--- src/rtl/half_adder_carry_resolver.sv ---
// Iterative carry resolver sitting behind an N-bit half-adder array.
// Each pass feeds the array's sum back as x and its shifted carry back as y
// until no carry remains, then presents {cout, sum} = a + b together with
// the number of passes used. Valid/ready handshake on input and output.
module half_adder_carry_resolver #(
    parameter int N = 4,
    localparam int CW = $clog2(N + 1)
) (
    input  logic          clk,
    input  logic          rst,
    input  logic          in_valid,
    output logic          in_ready,
    input  logic [N-1:0]  a,
    input  logic [N-1:0]  b,
    output logic          out_valid,
    input  logic          out_ready,
    output logic [N-1:0]  sum,
    output logic          cout,
    output logic [CW-1:0] iters,
    output logic          busy
);

    localparam logic [1:0] ST_IDLE = 2'd0;
    localparam logic [1:0] ST_RUN  = 2'd1;
    localparam logic [1:0] ST_HOLD = 2'd2;

    logic [1:0]    r_state;
    logic [N-1:0]  r_x;
    logic [N-1:0]  r_y;
    logic          r_cout_acc;
    logic [CW-1:0] r_cnt;
    logic [N-1:0]  r_sum;
    logic          r_cout;
    logic [CW-1:0] r_iters;
    logic          r_out_valid;

    logic [N-1:0]  w_x_next;
    logic [N-1:0]  w_y_next;
    logic          w_msb_carry;

    // One half-adder pass: sum bits, carries moved up one place (MSB carry
    // leaves y and is folded into the carry-out accumulator instead).
    always_comb begin
        w_x_next    = r_x ^ r_y;
        w_y_next    = (r_x & r_y) << 1;
        w_msb_carry = r_x[N-1] & r_y[N-1];
    end

    // Control FSM and datapath registers; reset is synchronous.
    always_ff @(posedge clk) begin
        if (rst) begin
            r_state     <= ST_IDLE;
            r_x         <= '0;
            r_y         <= '0;
            r_cout_acc  <= 1'b0;
            r_cnt       <= '0;
            r_sum       <= '0;
            r_cout      <= 1'b0;
            r_iters     <= '0;
            r_out_valid <= 1'b0;
        end else begin
            case (r_state)
                ST_IDLE: begin
                    if (in_valid) begin
                        r_x        <= a;
                        r_y        <= b;
                        r_cout_acc <= 1'b0;
                        r_cnt      <= '0;
                        r_state    <= ST_RUN;
                    end
                end
                ST_RUN: begin
                    if (r_y == '0) begin
                        r_sum       <= r_x;
                        r_cout      <= r_cout_acc;
                        r_iters     <= r_cnt;
                        r_out_valid <= 1'b1;
                        r_state     <= ST_HOLD;
                    end else begin
                        r_x        <= w_x_next;
                        r_y        <= w_y_next;
                        // At most one carry ever leaves the MSB, so OR is exact.
                        r_cout_acc <= r_cout_acc | w_msb_carry;
                        r_cnt      <= r_cnt + CW'(1);
                    end
                end
                ST_HOLD: begin
                    // No same-cycle accept of new operands: always pass via IDLE.
                    if (out_ready) begin
                        r_out_valid <= 1'b0;
                        r_state     <= ST_IDLE;
                    end
                end
                default: begin
                    r_state <= ST_IDLE;
                end
            endcase
        end
    end

    // Output decode.
    always_comb begin
        in_ready  = (r_state == ST_IDLE) && !rst;
        busy      = (r_state == ST_RUN);
        out_valid = r_out_valid;
        sum       = r_sum;
        cout      = r_cout;
        iters     = r_iters;
    end

endmodule

--- config.mk ---
export PLATFORM = sky130hd
export DESIGN_NAME = half_adder_carry_resolver
export DESIGN_NICKNAME = d
export VERILOG_FILES = /design/src/rtl/half_adder_carry_resolver.sv
export SDC_FILE = /design/constraint.sdc
export NUM_CORES = 1
export LEC_CHECK = 0
export CAP_MARGIN = 5
export CORE_ASPECT_RATIO = 1.5
export CORE_MARGIN = 4
export CORE_UTILIZATION = 53
export CTS_BUF_LIST = sky130_fd_sc_hd__clkbuf_8 sky130_fd_sc_hd__clkbuf_16
export DETAILED_ROUTE_END_ITERATION = 10
export MAX_ROUTING_LAYER = met4
export PLACE_DENSITY = 0.79
export SETUP_SLACK_MARGIN = 0.5
export SKIP_LAST_GASP = 1
export SLEW_MARGIN = 20
export SYNTH_ARGS = -nofsm -noshare
export SYNTH_HDL_FRONTEND = slang
export SYNTH_SLANG_ARGS = --single-unit
--- constraint.sdc ---
create_clock -name clk -period 2.5 [get_ports clk]
set_input_delay 0.5 -clock clk [delete_from_list [all_inputs] [get_ports clk]]
set_output_delay 0.5 -clock clk [all_outputs]
set_load 0.005 [all_outputs]
======== Word level (Yosys, flattened, before mapping) ========
Index checks and enable logic that the tools add are counted.
word-level totals
  register bits after elaboration ......... 23
  latch bits .............................. 0
  bits in writable memories ............... 0
  ROM bits ................................ 0
  input bits .............................. 12
  output and inout port bits .............. 11
  logic and storage cells ................. 49
  memories kept ........................... 0
operators by class
  add/subtract/negate cells ............... 1
  multipliers ............................. 0
  div/mod/pow operators ................... 0
  order comparisons ....................... 0
  eq/ne operators ......................... 6
  shift-type cells ........................ 0
  muxes and demuxes ....................... 19
  bitwise logic cells ..................... 4
  reduce and logical (&&, ||, !) cells .... 10
operator list
  kind                 count
  $mux 4               4
  $pmux 4 s2           2
  $reduce_and 3->1     3
  $mux 2               3
  $mux 3               2
  $ne 2x2->1 const B   3
  $pmux 2 s3           1
  $pmux 3 s2           1
  $logic_not 4->1      1
  $mux 1               4
  $pmux 1 s2           2
  $reduce_bool 2->1    2
  $xor 4x4->4          1
  $add 3x1->3 const B  1
  $and 3x3->3          1
  $eq 2x1->1 const B   1
  $eq 2x2->1 const B   1
  $logic_not 2->1      1
  $ne 2x1->1 const B   1
  $reduce_and 2->1     1
  $and 1x1->1          1
  $logic_and 1x1->1    1
  $logic_not 1->1      1
  $or 1x1->1           1

======== Longest topological paths before layout ========
Gate-level depths: netlist of the first run.
  depth after elaboration ................. 4
  depth in mapped cells ................... 7
  gate-level depth less buffers ........... 4

======== Worst setup path after synthesis of the first run ========
OpenSTA, ideal clock, no wires.
  kind .................................... input port to output port
  start point ............................. input port rst
  end point ............................... output port in_ready
  arrival ................................. 1136 ps
  required time ........................... 2000 ps
  path slack .............................. 864 ps
  stages on the path ...................... 3
  buffers on the path ..................... 2
  cells stage by stage .................... clkbuf_1 clkbuf_1 nor3_1
on the way
  cells in the longest elaborated chain, start to end .. 2
ends and longest elaborated chain
  item                line  source
  start: declaration  10    input logic rst,
  $logic_not 1->1     103   in_ready = (r_state == ST_IDLE) && !rst;
  $logic_and 1x1->1   103
  end: declaration    12    output logic in_ready,
No other way between the ends.

======== Worst setup path in the final report of the first run ========
  start point ............................. register r_state[1]
  end point ............................... output port busy
on the way
  cells in the longest elaborated chain, start to end .. 1
ends and longest elaborated chain
  item                      line  source
  start: declaration        27    logic [1:0] r_state;
  start signal: assignment  52    r_state <= ST_IDLE;
  start signal: assignment  69    r_state <= ST_RUN;
  start signal: assignment  78    r_state <= ST_HOLD;
  $eq 2x1->1                104   busy = (r_state == ST_RUN);
  end: declaration          20    output logic busy
No other way between the ends.

==> results.cfg, run 1 <==
[job]
max_cap_viol_count = 0

[power_and_ir_drop]
swShare = 0.3195
intPower_uw = 630.3
power.switching_uw = 295.9
ir_drop_uv = 446.2
power.density_nw_per_um2 = 657.4
p_seq_frac = 0.466
p_clk_frac = 0.248
p_leak_nw = 0.5283
p_comb_frac = 0.286

[timing]
min_period_ns = 1.930
setup_viol = 0
hold_violations = 0
drv_slew = 0
rsz0062_at_grt = false
fin_setup_tns_ns = 0
clock_skew_ns = 0.002824
min_period_over_period = 0.7718
relSlewSlack = 0.7068
clock.fmax_mhz = 518.3
worst_pin_slew_ns = 0.4398

[placed_design]
portBuffers = 22
routabilityCongestion = 0.8613
placed_area_sq_um = 1330
dp_hpwl_mm = 1.821
dp_cells = 159

[grt]
antenna_found_initial = 0
grt_pass1_wl_mm = 4.209
grt.overflow.total = 0
track_usage = 0.1958
first_global_vias = 963
grt_max_degree = 25

[worst_setup_path]
slowest_delay_ns = 0.50
cp-end-kind = output pin
required_ns = 2.00
slowest_stage = clkdlybuf4s50_1
crit_buf_inv = 2
critPathMaxFanout = 15
cp_top_family = buffers and inverters
path_cells = nand2b_4 -> inv_8 -> clkdlybuf4s50_1
crit_type = flop to output pin
cp.arrival_ns = 1.43
cp-start-kind = flop

[synthesis]
synth_edf_count = 0
synth_seq_cells = 23
synth_warnings = 0
netlist_area_sq_um = 1111
synthArstFlopShare = 0
synth_seq_area_share = 0.4144
yosys.area.top_type = dfxtp_1
synth.area.top_cells = dfxtp_1 41%, nand3_1 5.9%, ha_1 5.6%, a21oi_1 5.4%, a221oi_2 5.4%
synth_cell_types = 31
synth_ff_type = dfxtp_1
postSynthAreaPerCell_sq_um = 9.182
syn-num-nets = 138
synth_top_area_share = 0.4144
synth_cells = 121

[cells_and_area]
fillers = 170
finalNonFillerCells = 165
syn_to_final_growth_pct = 26.80
final_layout_size_suffix_gt1_frac = 0.1538
fin_area_sq_um = 1409
fin_nets = 161
diodes = 0

[clock_tree]
clk_latency_ns = 0.26
clock-sinks = 23
clk_pin_slew_ns = 0.08
cts_tree = done
cts-root-buf = clkbuf_8
numCtsBuffers = 3
clk_path_buf_depth = 2
h-tree-depth = 1

[die]
die_w_microns = 45.39
die_h_microns = 64.08
core-area_sq_um = 2002
pin_count = 23
dieArea_sq_um = 2908
initial_core_util = 0.5550
row_count = 20

[route]
viasPerCell = 5.897
finalWirelength_mm = 2.450
drt_pass1_iterations = 4
drt_iter0_drc = 56
ant_nets = 0
wire_per_inst_microns = 14.85
remaining_drc_errors = 0
vias = 973

[min_path]
hold_class = flop to flop

[status]
outcome = finished, final reports clean
[sequential cells by signal, indices dropped and copies added, names as in the netlist]
| name | count |
|---|---|
| r_x | 4 |
| r_y | 4 |
| sum | 4 |
| iters | 3 |
| r_cnt | 3 |
| r_state | 2 |
| cout | 1 |
| out_valid | 1 |
| r_cout_acc | 1 |
[routing by layer]
metal / up-vias / part of all wire / GRT usage
met3: 4 / 0.045 / 0.02817
met4: 0 / 0.015 / 0.08791
met5: - / 0 / -
met1: 457 / 0.40 / 0.2255
li1: 483 / - / -
met2: 29 / 0.54 / 0.3217
[final timing paths]
kind                           start                     end  slack, ns  cells after the start
max          r_state[1]$_SDFFE_PP0P_                    busy       0.57                      3
min           out_valid$_SDFFE_PP0P_  out_valid$_SDFFE_PP0P_       0.46                      2
max reg2reg      r_y[1]$_SDFFE_PP0P_   r_cnt[2]$_SDFFE_PP0P_       0.90                      3
min reg2reg   out_valid$_SDFFE_PP0P_  out_valid$_SDFFE_PP0P_       0.46                      2
[final cells by class]
cell class / count / area, sq um / area share
Multi-Input combinational cell: 81 / 575.6 / 0.4085
Sequential cell: 23 / 461.7 / 0.3277
Timing Repair Buffer: 28 / 264.0 / 0.1874
Clock buffer: 3 / 41.29 / 0.02931
Inverter: 7 / 33.78 / 0.02398
Tap cell: 22 / 27.53 / 0.01954
Clock inverter: 1 / 5.005 / 0.003552
[cell usage after synthesis (all sizes together), types with 3 or more instances]
library cell / n
a211oi: 5
dfxtp: 23
inv: 7
mux2i: 3
a21oi: 12
nand2: 4
o31ai: 3
clkbuf: 3
nor2b: 4
o21ai: 8
nand3: 13
a221oi: 4
ha: 5
nor2: 3
buf: 7
[repair_timing]
item                       4_1_cts  5_1_grt
setup endpoints to repair        2        1
buffers inserted                 0        2
gates resized for setup          4        3
hold buffers                     0        0
[cell families after synthesis]
group	count (synthesis)	synth area share
muxes	3	0.02703
adders and majority gates	5	0.05631
DFF	23	0.4144
AOI/OAI and AO/OA	39	0.2500
buffers and inverters	17	0.07883
and+or+nand+nor	34	0.1734
[metrics by stage]
stage	hold slack (ns)	setup slack [ns]	utilization	total power, mW
finish	0.4607	0.5705	0.7038	0.9262
global route	0.4920	0.5144	0.7038	0.9832
CTS	0.4624	0.4622	0.6931	0.9221
detailed placement	0.4508	0.3413	0.6644	0.6892
global placement	0.4471	0.3255	0.6644	0.6756
floorplan	0.4403	0.8642	-	0.6129
[worst register-to-register path, delay by kind of cell (launching register included)]
family	cells	cell delay (ns)
AO/OA/AOI/OAI	1	0.17
flip-flops	1	0.35
AND/OR/NAND/NOR	2	0.98
[power groups by stage]
stage / Sequential, mW / Clock (mW) / Combinational (mW)
final: 0.431 / 0.230 / 0.265
after global routing: 0.436 / 0.254 / 0.293
after CTS: 0.430 / 0.236 / 0.255
after detailed placement: 0.437 / 0 / 0.252
after global placement: 0.435 / 0 / 0.241
after floorplan: 0.429 / 0 / 0.184
[cell usage in the layout (no fill, tap or decap)]
cell	count
a31o_2	1
o31ai_1	3
a21oi_1	12
nand3_1	13
clkinv_2	1
nand3b_1	2
nor3_2	1
dfxtp_2	1
inv_8	1
nand2b_1	1
a211oi_1	5
a31oi_1	1
nor2b_1	4
inv_1	6
a221oi_2	4
nor2_1	3
ha_1	5
dfxtp_1	22
a21o_1	2
and4_1	1
or3b_2	1
o21ai_0	8
dlygate4sd2_1	1
nand2_1	4
nor4_2	1
buf_4	6
nor4_1	1
mux2i_1	3
or4_1	1
o21a_1	1
nand2b_4	1
clkdlybuf4s50_1	21
clkbuf_8	3
a31o_1	1
o21bai_2	1
(Power assumes the default switching activity.)
==> run 2: changes to the inputs <==
--- a/config.mk
+++ b/config.mk
@@ -8,11 +8,11 @@
 export CAP_MARGIN = 5
 export CORE_ASPECT_RATIO = 1.5
 export CORE_MARGIN = 4
-export CORE_UTILIZATION = 53
+export CORE_UTILIZATION = 49
 export CTS_BUF_LIST = sky130_fd_sc_hd__clkbuf_8 sky130_fd_sc_hd__clkbuf_16
 export DETAILED_ROUTE_END_ITERATION = 10
 export MAX_ROUTING_LAYER = met4
-export PLACE_DENSITY = 0.79
+export PLACE_DENSITY = 0.74
 export SETUP_SLACK_MARGIN = 0.5
 export SKIP_LAST_GASP = 1
 export SLEW_MARGIN = 20
==> constraint.sdc (replaced) <==
create_clock -name clk -period 1.9 [get_ports clk]
set_input_delay 0.38 -clock clk [delete_from_list [all_inputs] [get_ports clk]]
set_output_delay 0.38 -clock clk [all_outputs]
set_load 0.005 [all_outputs]
==> run 2 against run 1 <==
  * Clock-buffer cell count stayed put
  * Register-to-register slack worse by 0.41 ns
  * Global-route usage rose by 2.5 points
  * Clock skew rose by 0.0018 ns
  * Worst setup slack got worse by 0.081 ns
  * Non-clock buffer count is 17 higher
  * Combinational power grew 86%
  * Critical path depth unchanged
  * Cell count is 11% higher
  * Critical endpoint is now r_cnt[2]$_SDFFE_PP0P_
  * Largest power group unchanged
  * Highest routed layer unchanged
==> results.cfg, run 2 (synthesis results as in run 1) <==
[clock_tree]
clock-sinks = 23
clk_pin_slew_ns = 0.08
clk_path_buf_depth = 2
clk_latency_ns = 0.26
ctsHoldBuffers = 0
cts_tree = done
h-tree-depth = 1
numCtsBuffers = 3
cts-root-buf = clkbuf_8

[timing]
hold_violations = 0
relSlewSlack = 0.7662
rsz0062_at_grt = true
worst_pin_slew_ns = 0.3481
clock_skew_ns = 0.004602
setup_viol = 0
min_period_over_period = 0.7426
drv_slew = 0
min_period_ns = 1.411
clock.fmax_mhz = 708.7
hold_ws_ns = 0.4761
postLayoutSetupSlackWorst_ns = 0.4890

[route]
drt_iter0_drc = 33
drt_pass1_iterations = 4
finalWirelength_mm = 3.127
ant_nets = 0
wire_per_inst_microns = 17.09
vias = 1096
viasPerCell = 5.989
remaining_drc_errors = 0

[worst_setup_path]
cp-start-kind = flop
timing.rr.start = r_y[2]$_SDFFE_PP0P_
r2r-end = r_cnt[2]$_SDFFE_PP0P_
critPathMaxFanout = 6
required_ns = 2.06
reg2reg_depth = 3
ff2ff_setup_slack_ns = 0.49
crit_type = flop to flop
cp-end-kind = flop
cp.arrival_ns = 1.57

[die]
die_w_microns = 46.88
pin_count = 23
core-area_sq_um = 2102
row_count = 20
initial_core_util = 0.5286
die_h_microns = 66.32
dieArea_sq_um = 3109

[cells_and_area]
diodes = 0
fin_nets = 179
syn_to_final_growth_pct = 44.14
finalNonFillerCells = 183
final_cell_mix = 17 x buf_4, 15 x dfxtp_1, 13 x nand3_1
fillers = 171
final_util = 0.7619
final_layout_size_suffix_gt1_frac = 0.3416
final_common_cell = buf_4

[min_path]
holdPathStages = 2
whs_endpoint = iters[1]$_SDFFE_PP0P_
hold_class = flop to flop
min_from = iters[1]$_SDFFE_PP0P_

[grt]
first_global_vias = 1056
use_met1 = 0.2629
track_usage = 0.2211
grt_pass1_wl_mm = 4.947
antenna_found_initial = 0
gr-usage-met3 = 0.01907
grt.busiest_layer = met2
grt.overflow.total = 0
grt_max_degree = 25
met2_usage = 0.3724

[power_and_ir_drop]
p_leak_nw = 0.6815
power.density_nw_per_um2 = 856.6
ir_drop_uv = 554.8

[status]
outcome = finished, final reports clean

[placed_design]
pre_cts_slack_ns = -0.01018
dp_hpwl_mm = 1.868
dp_cells = 164
portBuffers = 22
routabilityCongestion = 0.7906

[job]
max_cap_viol_count = 0
-- run 2: cell count changes in the layout (fill, tap and decap cells not counted), moves of 4 or more --
cell,change
dlygate4sd2_1,+9
buf_6,+5
dfxtp_4,+4
o21ai_0,-5
clkdlybuf4s50_1,-11
buf_4,+11
dfxtp_1,-7
o21ai_1,+5
-- run 2: worst max-delay path, cell delays in order, from the launching register on --
cell and delay, ns:
dfxtp_4 0.37, or4_4 0.59, and4_1 0.17, a31o_1 0.18
-- run 2: cell type report --
| type | instances | area [sq um] | share of cell area |
|---|---|---|---|
| clock inverters | 1 | 5.005 | 0.003125 |
| flip-flops and latches | 23 | 480.5 | 0.3000 |
| repair buffers | 45 | 396.6 | 0.2477 |
| multi-input cells | 82 | 621.8 | 0.3883 |
| clock buffers | 3 | 41.29 | 0.02578 |
| well taps | 22 | 27.53 | 0.01719 |
| inverters | 7 | 28.78 | 0.01797 |
-- run 2: what timing repair did --
action | CTS | global route
endpoints found under the setup margin | 33 | 24
gates resized for setup | 37 | 16
setup buffers | 7 | 7
pin swaps | 6 | 7
cloned | 1 | 0
-- run 2: layer usage --
metal	share of wire	routed length, microns
met1	0.41	1280
met2	0.54	1684
met3	0.033	103
met4	0.019	58
met5	0	0
-- run 2: how the worst max path moves through the flow --
stage                                  from  slack [ns]               endpoint  cells past startpoint
floorplan                               rst        0.50               in_ready                      3
global placement                        rst       -0.02               in_ready                      3
detailed placement                      rst       -0.01               in_ready                      3
CTS                 r_state[0]$_SDFFE_PP0P_        0.45               in_ready                      3
global route        r_state[0]$_SDFFE_PP0P_        0.44    r_x[1]$_SDFFE_PP0P_                      7
finish                  r_y[2]$_SDFFE_PP0P_        0.49  r_cnt[2]$_SDFFE_PP0P_                      3
-- run 2: power by group --
group / total, mW / leakage [nW] / internal, mW / switching (mW)
Sequential: 0.576 / 0.192 / 0.528 / 0.0481
Clock: 0.301 / 0.0255 / 0.146 / 0.155
Combinational: 0.494 / 0.464 / 0.256 / 0.239
Total: 1.37 / 0.681 / 0.930 / 0.442
-- run 2: metrics by stage --
stage	setup TNS [ns]	power (mW)	cell area (sq um)
global route	0	1.449	1602
floorplan	0	0.8064	1111
global placement	-0.01710	0.9189	1368
CTS	0	1.305	1513
detailed placement	-0.01018	0.9303	1368
finish	0	1.372	1602
